<file path="config.mk">
export PLATFORM = sky130hd
export DESIGN_NAME = seq_shifter
export DESIGN_NICKNAME = d
export VERILOG_FILES = /design/src/rtl/seq_shifter.sv
export SDC_FILE = /design/constraint.sdc
export NUM_CORES = 1
export LEC_CHECK = 0
export ABC_AREA = 1
export BUFFER_PORTS_ARGS = -buffer_cell sky130_fd_sc_hd__buf_2
export CAP_MARGIN = 5
export CORE_MARGIN = 5
export CORE_UTILIZATION = 35
export DETAILED_ROUTE_END_ITERATION = 10
export PLACE_DENSITY = 0.58
export SETUP_SLACK_MARGIN = 0.2
export SYNTH_ARGS = -nofsm -noshare
export SYNTH_HDL_FRONTEND = slang
export SYNTH_SLANG_ARGS = --single-unit
</file>
<file path="constraint.sdc">
create_clock -name clk -period 3.3 [get_ports clk]
set_clock_uncertainty 0.2 [all_clocks]
set_input_delay 0.165 -clock clk [delete_from_list [all_inputs] [get_ports clk]]
set_output_delay 0.165 -clock clk [all_outputs]
set_load 0.1 [all_outputs]
</file>
<file path="src/rtl/seq_shifter.sv">
// seq_shifter
//   Sequential 32-bit barrel-shift replacement: applies one 1-bit shift step
//   per clock until the requested amount has been consumed.
//
//   Ports
//     clk     in   1   clock, all state changes on the rising edge
//     rst_n   in   1   synchronous active-low reset
//     start   in   1   request pulse, only sampled while idle
//     op      in   2   00 SLL, 01 SRL, 10 ROR, 11 SRA
//     num     in  32   operand, captured when start is accepted
//     shamt   in   5   shift amount 0..31, captured when start is accepted
//     busy    out  1   high while shifting
//     done    out  1   one-cycle completion pulse
//     result  out 32   working register; final value valid with done and
//                      held until the next accepted start
module seq_shifter (
    input  logic        clk,
    input  logic        rst_n,
    input  logic        start,
    input  logic [1:0]  op,
    input  logic [31:0] num,
    input  logic [4:0]  shamt,
    output logic        busy,
    output logic        done,
    output logic [31:0] result
);

    typedef enum logic [1:0] {
        IDLE  = 2'd0,
        SHIFT = 2'd1,
        DONE  = 2'd2
    } state_t;

    localparam logic [1:0] OP_SLL = 2'b00;
    localparam logic [1:0] OP_SRL = 2'b01;
    localparam logic [1:0] OP_ROR = 2'b10;
    localparam logic [1:0] OP_SRA = 2'b11;

    state_t      state_reg;
    logic [4:0]  cnt_reg;
    logic [1:0]  op_reg;
    logic [31:0] step_next;

    // One-position moves of the working register. The fill bit at the
    // vacated end is chosen per operation below.
    logic [30:0] down_bits;   // result[31:1], destined for bits [30:0]
    logic [31:1] up_bits;     // result[30:0], destined for bits [31:1]

    genvar gi;
    generate
        for (gi = 0; gi < 31; gi = gi + 1) begin : g_move
            assign down_bits[gi]  = result[gi+1];
            assign up_bits[gi+1]  = result[gi];
        end
    endgenerate

    // SRA takes its fill from the current MSB each step, so the original
    // sign is replicated no matter how many steps are taken.
    always_comb begin
        step_next = result;
        case (op_reg)
            OP_SLL:  step_next = {up_bits, 1'b0};
            OP_SRL:  step_next = {1'b0, down_bits};
            OP_ROR:  step_next = {result[0], down_bits};
            OP_SRA:  step_next = {result[31], down_bits};
            default: step_next = result;
        endcase
    end

    // busy/done are written alongside the state so they are pure
    // registered decodes of it, with no path from the inputs.
    always_ff @(posedge clk) begin
        if (!rst_n) begin
            state_reg <= IDLE;
            result    <= 32'h0;
            cnt_reg   <= 5'd0;
            op_reg    <= 2'b00;
            busy      <= 1'b0;
            done      <= 1'b0;
        end else begin
            case (state_reg)
                IDLE: begin
                    if (start) begin
                        result  <= num;
                        op_reg  <= op;
                        cnt_reg <= shamt;
                        if (shamt == 5'd0) begin
                            state_reg <= DONE;
                            done      <= 1'b1;
                        end else begin
                            state_reg <= SHIFT;
                            busy      <= 1'b1;
                        end
                    end
                end
                SHIFT: begin
                    result  <= step_next;
                    cnt_reg <= cnt_reg - 5'd1;
                    // cnt==1 means this edge performs the last step.
                    if (cnt_reg == 5'd1) begin
                        state_reg <= DONE;
                        busy      <= 1'b0;
                        done      <= 1'b1;
                    end
                end
                DONE: begin
                    state_reg <= IDLE;
                    done      <= 1'b0;
                end
                default: begin
                    state_reg <= IDLE;
                    busy      <= 1'b0;
                    done      <= 1'b0;
                end
            endcase
        end
    end

endmodule

</file>
==> flow_summary.ini, run 1 <==
[global_routing]
grt_pass1_vias = 2565
antenna_found_initial = 0
grt_util_all_layers_pct = 16.8
grt_first_pass_wirelength_mm = 11.9
grt_max_degree = 39
grt_remaining_overflow = 0

[die]
fp.dieW_um = 90.9
coreArea_um2 = 6350
start_util_pct = 36.0
dieArea_um2 = 8260
die_y_um = 90.9
io_pins = 76
rows = 29

[detailed_routing]
via_count = 2587
drtIter0Drc = 156
drc = 0
routed_via_density = 5.08
ant_nets = 0
wl_per_cell_um = 13.3
drt-pass1-iter-count = 4
wl_mm = 6.79

[critical_path]
path_max_fanout = 36
reg2reg_from = state_reg[0]
crit_path_end_kind = register
cp-start-kind = register
criticalPathCategory = reg2reg
worstPathRequired_ns = 3.28
ff2ff_path_depth = 5
critPathArrivalTime_ns = 2.03
r2r_slack_ns = 1.25
startpoint = state_reg[0]
timing.rr.end = result[30]

[sta]
max_slew_margin_pct = 36.8
finalMaxSlewViolations = 0
finalHoldViolCount = 0
setup_viol = 0
rsz0062_at_grt = false
fin_crit_sh_pct = 62.0
clock.fmax_ghz = 0.489
tightest_slew_ns = 0.947
finalSetupTns_ns = 0
whs_ns = 0.0119
period_minus_slack_ns = 2.05

[min_path]
min_delay_path_depth = 3
hold_end = result[16]
min_path_type = in2reg
hp-start = num[16]

[flow_run]
maxCapViolCount = 0

[power_and_ir_drop]
intPower_w = 0.00106
clock_power_share_pct = 14.6
p_comb_share_pct = 54.5
seqPwrFrac_pct = 30.8
p_per_area_nw_per_um2 = 789
p_leak_nw = 1.39
ir_drop_uv = 470
p_switching_w = 0.00132
switching_share_pct = 55.5

[final_layout]
antenna_cells = 0
area_growth_pct = 32.0
fillerInstances = 665
largest_register_ffs = 32
layout-drive-gt1-share_pct = 22.0
nNetsFinal = 476

[clock_tree]
cts_made_buffers = 5
clockBufferDepth = 2
cts_root_buf = clkbuf_8
postCtsHoldBufs = 30
path_clk_slew_ns = 0.08
clkLatencyLatePin_ns = 0.29
post_cts_buffers = 0
cts_tree = yes
cts.sinks = 43
cts_resized = 0
htreeDepth = 2

[synthesis]
syn-num-nets = 385
yosysWarningCount = 0
post_synth_num_cell_types = 22
post_synth.cell_area_avg_um2 = 6.71
syn_inst = 341
synth.area.top_cells = dfxtp_1, o21ai_0, a21oi_1
synth_area_um2 = 2290
synth.largest_area_cell = dfxtp_1
ys_ff_latch = 43
yosysSeqAreaShare_pct = 37.6
yosysTopAreaCellShare_pct = 37.6

[placement]
dp_hpwl_mm = 4.39
portBuffers = 75
gp_congestion = 0.785

[run_status]
outcome = completed
Yosys cell counts:
library cell and n:
nand2_1 31, nand3_1 9, nor2_1 55, nor2_2 3
inv_1 20, dfxtp_1 43, o21ai_1 17, nand2_4 1
a21oi_2 1, ha_1 2, buf_4 3, nand2_2 3
inv_2 2, buf_6 4, buf_2 10, o21ai_0 79
clkbuf_2 1, nand4_1 1, o211ai_1 3, clkbuf_1 5
o21ai_2 1, a21oi_1 47
metal layers:
| metal | part of all wire, % | wire [um] | up-vias | track usage (%) |
|---|---|---|---|---|
| met4 | 0.43 | 29 | 0 | 3.91 |
| met3 | 5.8 | 392 | 2 | 3.75 |
| met1 | 47 | 3180 | 1190 | 21.7 |
| met5 | 0 | 0 | - | 0 |
| li1 | - | - | 1336 | - |
| met2 | 47 | 3190 | 59 | 28.6 |
metrics by stage:
stage / power, W / setup WS [ns] / instances / util, % / area (um^2)
floorplan: 0.00183 / 1.57 / 341 / - / 2290
finish: 0.00238 / 1.25 / 509 / 47.6 / 3020
global route: 0.00254 / 0.998 / 509 / 47.6 / 3020
global placement: 0.00202 / 1.31 / 472 / 41.5 / 2630
detailed placement: 0.00202 / 1.24 / 472 / 41.5 / 2630
CTS: 0.00240 / 1.23 / 509 / 47.6 / 3020
how the worst max path moves through the flow:
stage	endpoint	slack [ns]	cells past startpoint
floorplan	result[30]	1.57	4
global placement	result[5]	1.31	5
detailed placement	result[26]	1.24	5
CTS	result[5]	1.23	5
global route	result[5]	1.0	5
finish	result[30]	1.25	5
area by class of cell:
cell class	count	area, um^2	area share (%)
well taps	77	96.3	3.19
clock inverters	1	5.00	0.166
repair buffers	107	691	22.9
flip-flops and latches	43	861	28.5
clock buffers	6	82.6	2.73
multi-input cells	253	1200	39.8
inverters	22	82.6	2.73
layout by cell type (no fill, tap or decap), types with 2 or more instances in the layout:
cell           count
inv_1             20
inv_2              2
nand2_1           31
nor2_2             3
dlygate4sd3_1     30
o211ai_1           3
o21ai_1           17
o21ai_0           79
nand3_1            9
buf_4              2
nor2_1            55
nand2_2            3
a21oi_1           47
dfxtp_1           43
buf_2             75
ha_1               2
clkbuf_8           6
power groups by stage:
| stage | registers, W | clock network [W] | logic (W) |
|---|---|---|---|
| 6_report | 0.000735 | 0.000349 | 0.00130 |
| 5_1_grt | 0.000753 | 0.000379 | 0.00141 |
| 4_1_cts | 0.000734 | 0.000358 | 0.00131 |
| 3_5_place_dp | 0.000745 | 0 | 0.00128 |
| 3_3_place_gp | 0.000746 | 0 | 0.00127 |
| 2_1_floorplan | 0.00137 | 0 | 0.000460 |
worst max-delay path, stage by stage, from the launching register on:
cell	delay, ns
dfxtp_1	0.45
nor2_2	0.09
nand2_2	0.50
nand2_4	0.36
o21ai_0	0.26
a21oi_1	0.06
logic make-up after synthesis:
kind of cell             share of synthesized area, %
AO/OA/AOI/OAI                                    33.0
adder cells (fa/ha/maj)                          1.09
buffers and inverters                            9.79
AND/OR/NAND/NOR                                  18.5
flip-flops                                       37.6
Note: power is estimated with default switching activity, not from simulation.
==> run 2, diff against run 1 <==
PLACE_DENSITY = 0.6   (was 0.58)
clock period = 1.7 ns   (was 3.3 ns; I/O delays follow)
==> flow_summary.ini, run 2 (synthesized netlist as in run 1, its figures left out) <==
[sta]
clock.fmax_ghz = 0.685
finalSetupTns_ns = 0
setup_viol = 0
finalHoldViolCount = 0
rsz0062_at_grt = true
fin_ws_ns = 0.239
finalMaxSlewViolations = 0
fin_crit_sh_pct = 85.9
period_minus_slack_ns = 1.46
max_slew_margin_pct = 66.9
tightest_slew_ns = 0.500

[placement]
portBuffers = 75
dpl_cell_area_um2 = 2790
dp_slack_ns = 0.0656
dp_hpwl_mm = 4.61
gp_congestion = 0.808

[clock_tree]
path_clk_slew_ns = 0.08
cts_made_buffers = 5
post_cts_buffers = 0
cts.sinks = 43
cts_root_buf = clkbuf_8
clockBufferDepth = 2
htreeDepth = 2
cts_tree = yes
clkLatencyLatePin_ns = 0.30

[power_and_ir_drop]
p_comb_share_pct = 56.1
switching_share_pct = 54.5
ir_drop_uv = 716
clock_power_share_pct = 13.3
p_switching_w = 0.00262
p_leak_nw = 1.50
intPower_w = 0.00219
p_per_area_nw_per_um2 = 1460
seqPwrFrac_pct = 30.5

[critical_path]
critPathArrivalTime_ns = 1.49
timing.rr.end = cnt_reg[4]
criticalPathCategory = reg2reg
crit_path_end_kind = register
cp-start-kind = register
worstPathRequired_ns = 1.73
r2r_slack_ns = 0.24
ff2ff_path_depth = 6
reg2reg_from = state_reg[0]
path_max_fanout = 14

[die]
fp.dieW_um = 90.9
die_y_um = 90.9
rows = 29
start_util_pct = 36.0
io_pins = 76
dieArea_um2 = 8260
coreArea_um2 = 6350

[global_routing]
grt-busiest-layer = met2
met3_usage_pct = 3.75
grt_first_pass_wirelength_mm = 12.1
grt_pass1_vias = 2555
grtUsageMet2_pct = 29.1
grt_max_degree = 34
grt_remaining_overflow = 0
antenna_found_initial = 0
grt_util_all_layers_pct = 17.5
grtUsageMet1_pct = 22.1

[final_layout]
fin_area_um2 = 3300
nNetsFinal = 492
final_core_util_pct = 52.0
fillerInstances = 643
layout_commonest_cell = buf_2
final_cell_mix = buf_2, o21ai_0, nor2_1
antenna_cells = 0
largest_register_ffs = 32
layout-drive-gt1-share_pct = 31.0
area_growth_pct = 44.3

[detailed_routing]
ant_nets = 0
drc = 0
wl_per_cell_um = 13.5
via_count = 2624
drt-pass1-iter-count = 4
routed_via_density = 4.99
wl_mm = 7.12
drtIter0Drc = 106

[min_path]
min_delay_path_depth = 3
hp-start = rst_n
min_path_type = in2reg
hold_end = state_reg[0]

[run_status]
outcome = completed

[flow_run]
maxCapViolCount = 0
## run 2: critical path, cell delays in order (launching register included)
cell	delay [ns]
dfxtp_4	0.39
nor2_4	0.13
nand2_4	0.10
buf_4	0.20
o21ai_0	0.17
nand2_1	0.07
a21oi_1	0.11
## run 2: how the worst max path moves through the flow
stage	from	to	slack, ns
floorplan	busy	busy	0.25
global route	op_reg[1]	result[8]	0.15
detailed placement	state_reg[0]	cnt_reg[2]	0.07
finish	state_reg[0]	cnt_reg[4]	0.24
CTS	state_reg[0]	cnt_reg[4]	0.24
global placement	state_reg[0]	cnt_reg[2]	0.08
## run 2: timing repair
item                                   CTS  global route
setup endpoints to repair               37            34
endpoints found under the hold margin   39             0
hold buffers                            39             0
pin swaps                                0             3
gates resized for setup                  6            14
## run 2: metal layers
layer | part of all wire (%) | routed length (um) | vias to the layer above
met5 | 0 | 0 | -
met4 | 1.8 | 126 | 0
met3 | 4.9 | 350 | 12
met2 | 47 | 3370 | 66
met1 | 46 | 3270 | 1181
li1 | - | - | 1365
## run 2: power by group through the flow
stage	Combinational (W)	Clock, W	Sequential [W]
2_1_floorplan	0.000892	0	0.00270
3_3_place_gp	0.00258	0	0.00148
3_5_place_dp	0.00260	0	0.00148
4_1_cts	0.00269	0.000671	0.00147
5_1_grt	0.00289	0.000711	0.00151
6_report	0.00270	0.000641	0.00147
## run 2: area by class of cell
cell class                 instances  area (um^2)  share of cell area, %
timing repair buffer             123          900                   27.2
clock buffer                       7         76.3                   2.31
inverter                          22         82.6                   2.50
sequential                        43          907                   27.5
clock inverter                     1         5.00                  0.152
multi-input combinational        253         1240                   37.4
tap                               77         96.3                   2.92
## run 2: metrics by stage
stage / instances / hold slack (ns) / total power, W
detailed placement: 479 / 0.162 / 0.00408
finish: 526 / 0.0123 / 0.00481
global route: 526 / 0.0178 / 0.00511
global placement: 479 / 0.165 / 0.00407
floorplan: 341 / 0.0280 / 0.00359
CTS: 526 / 0.00185 / 0.00483
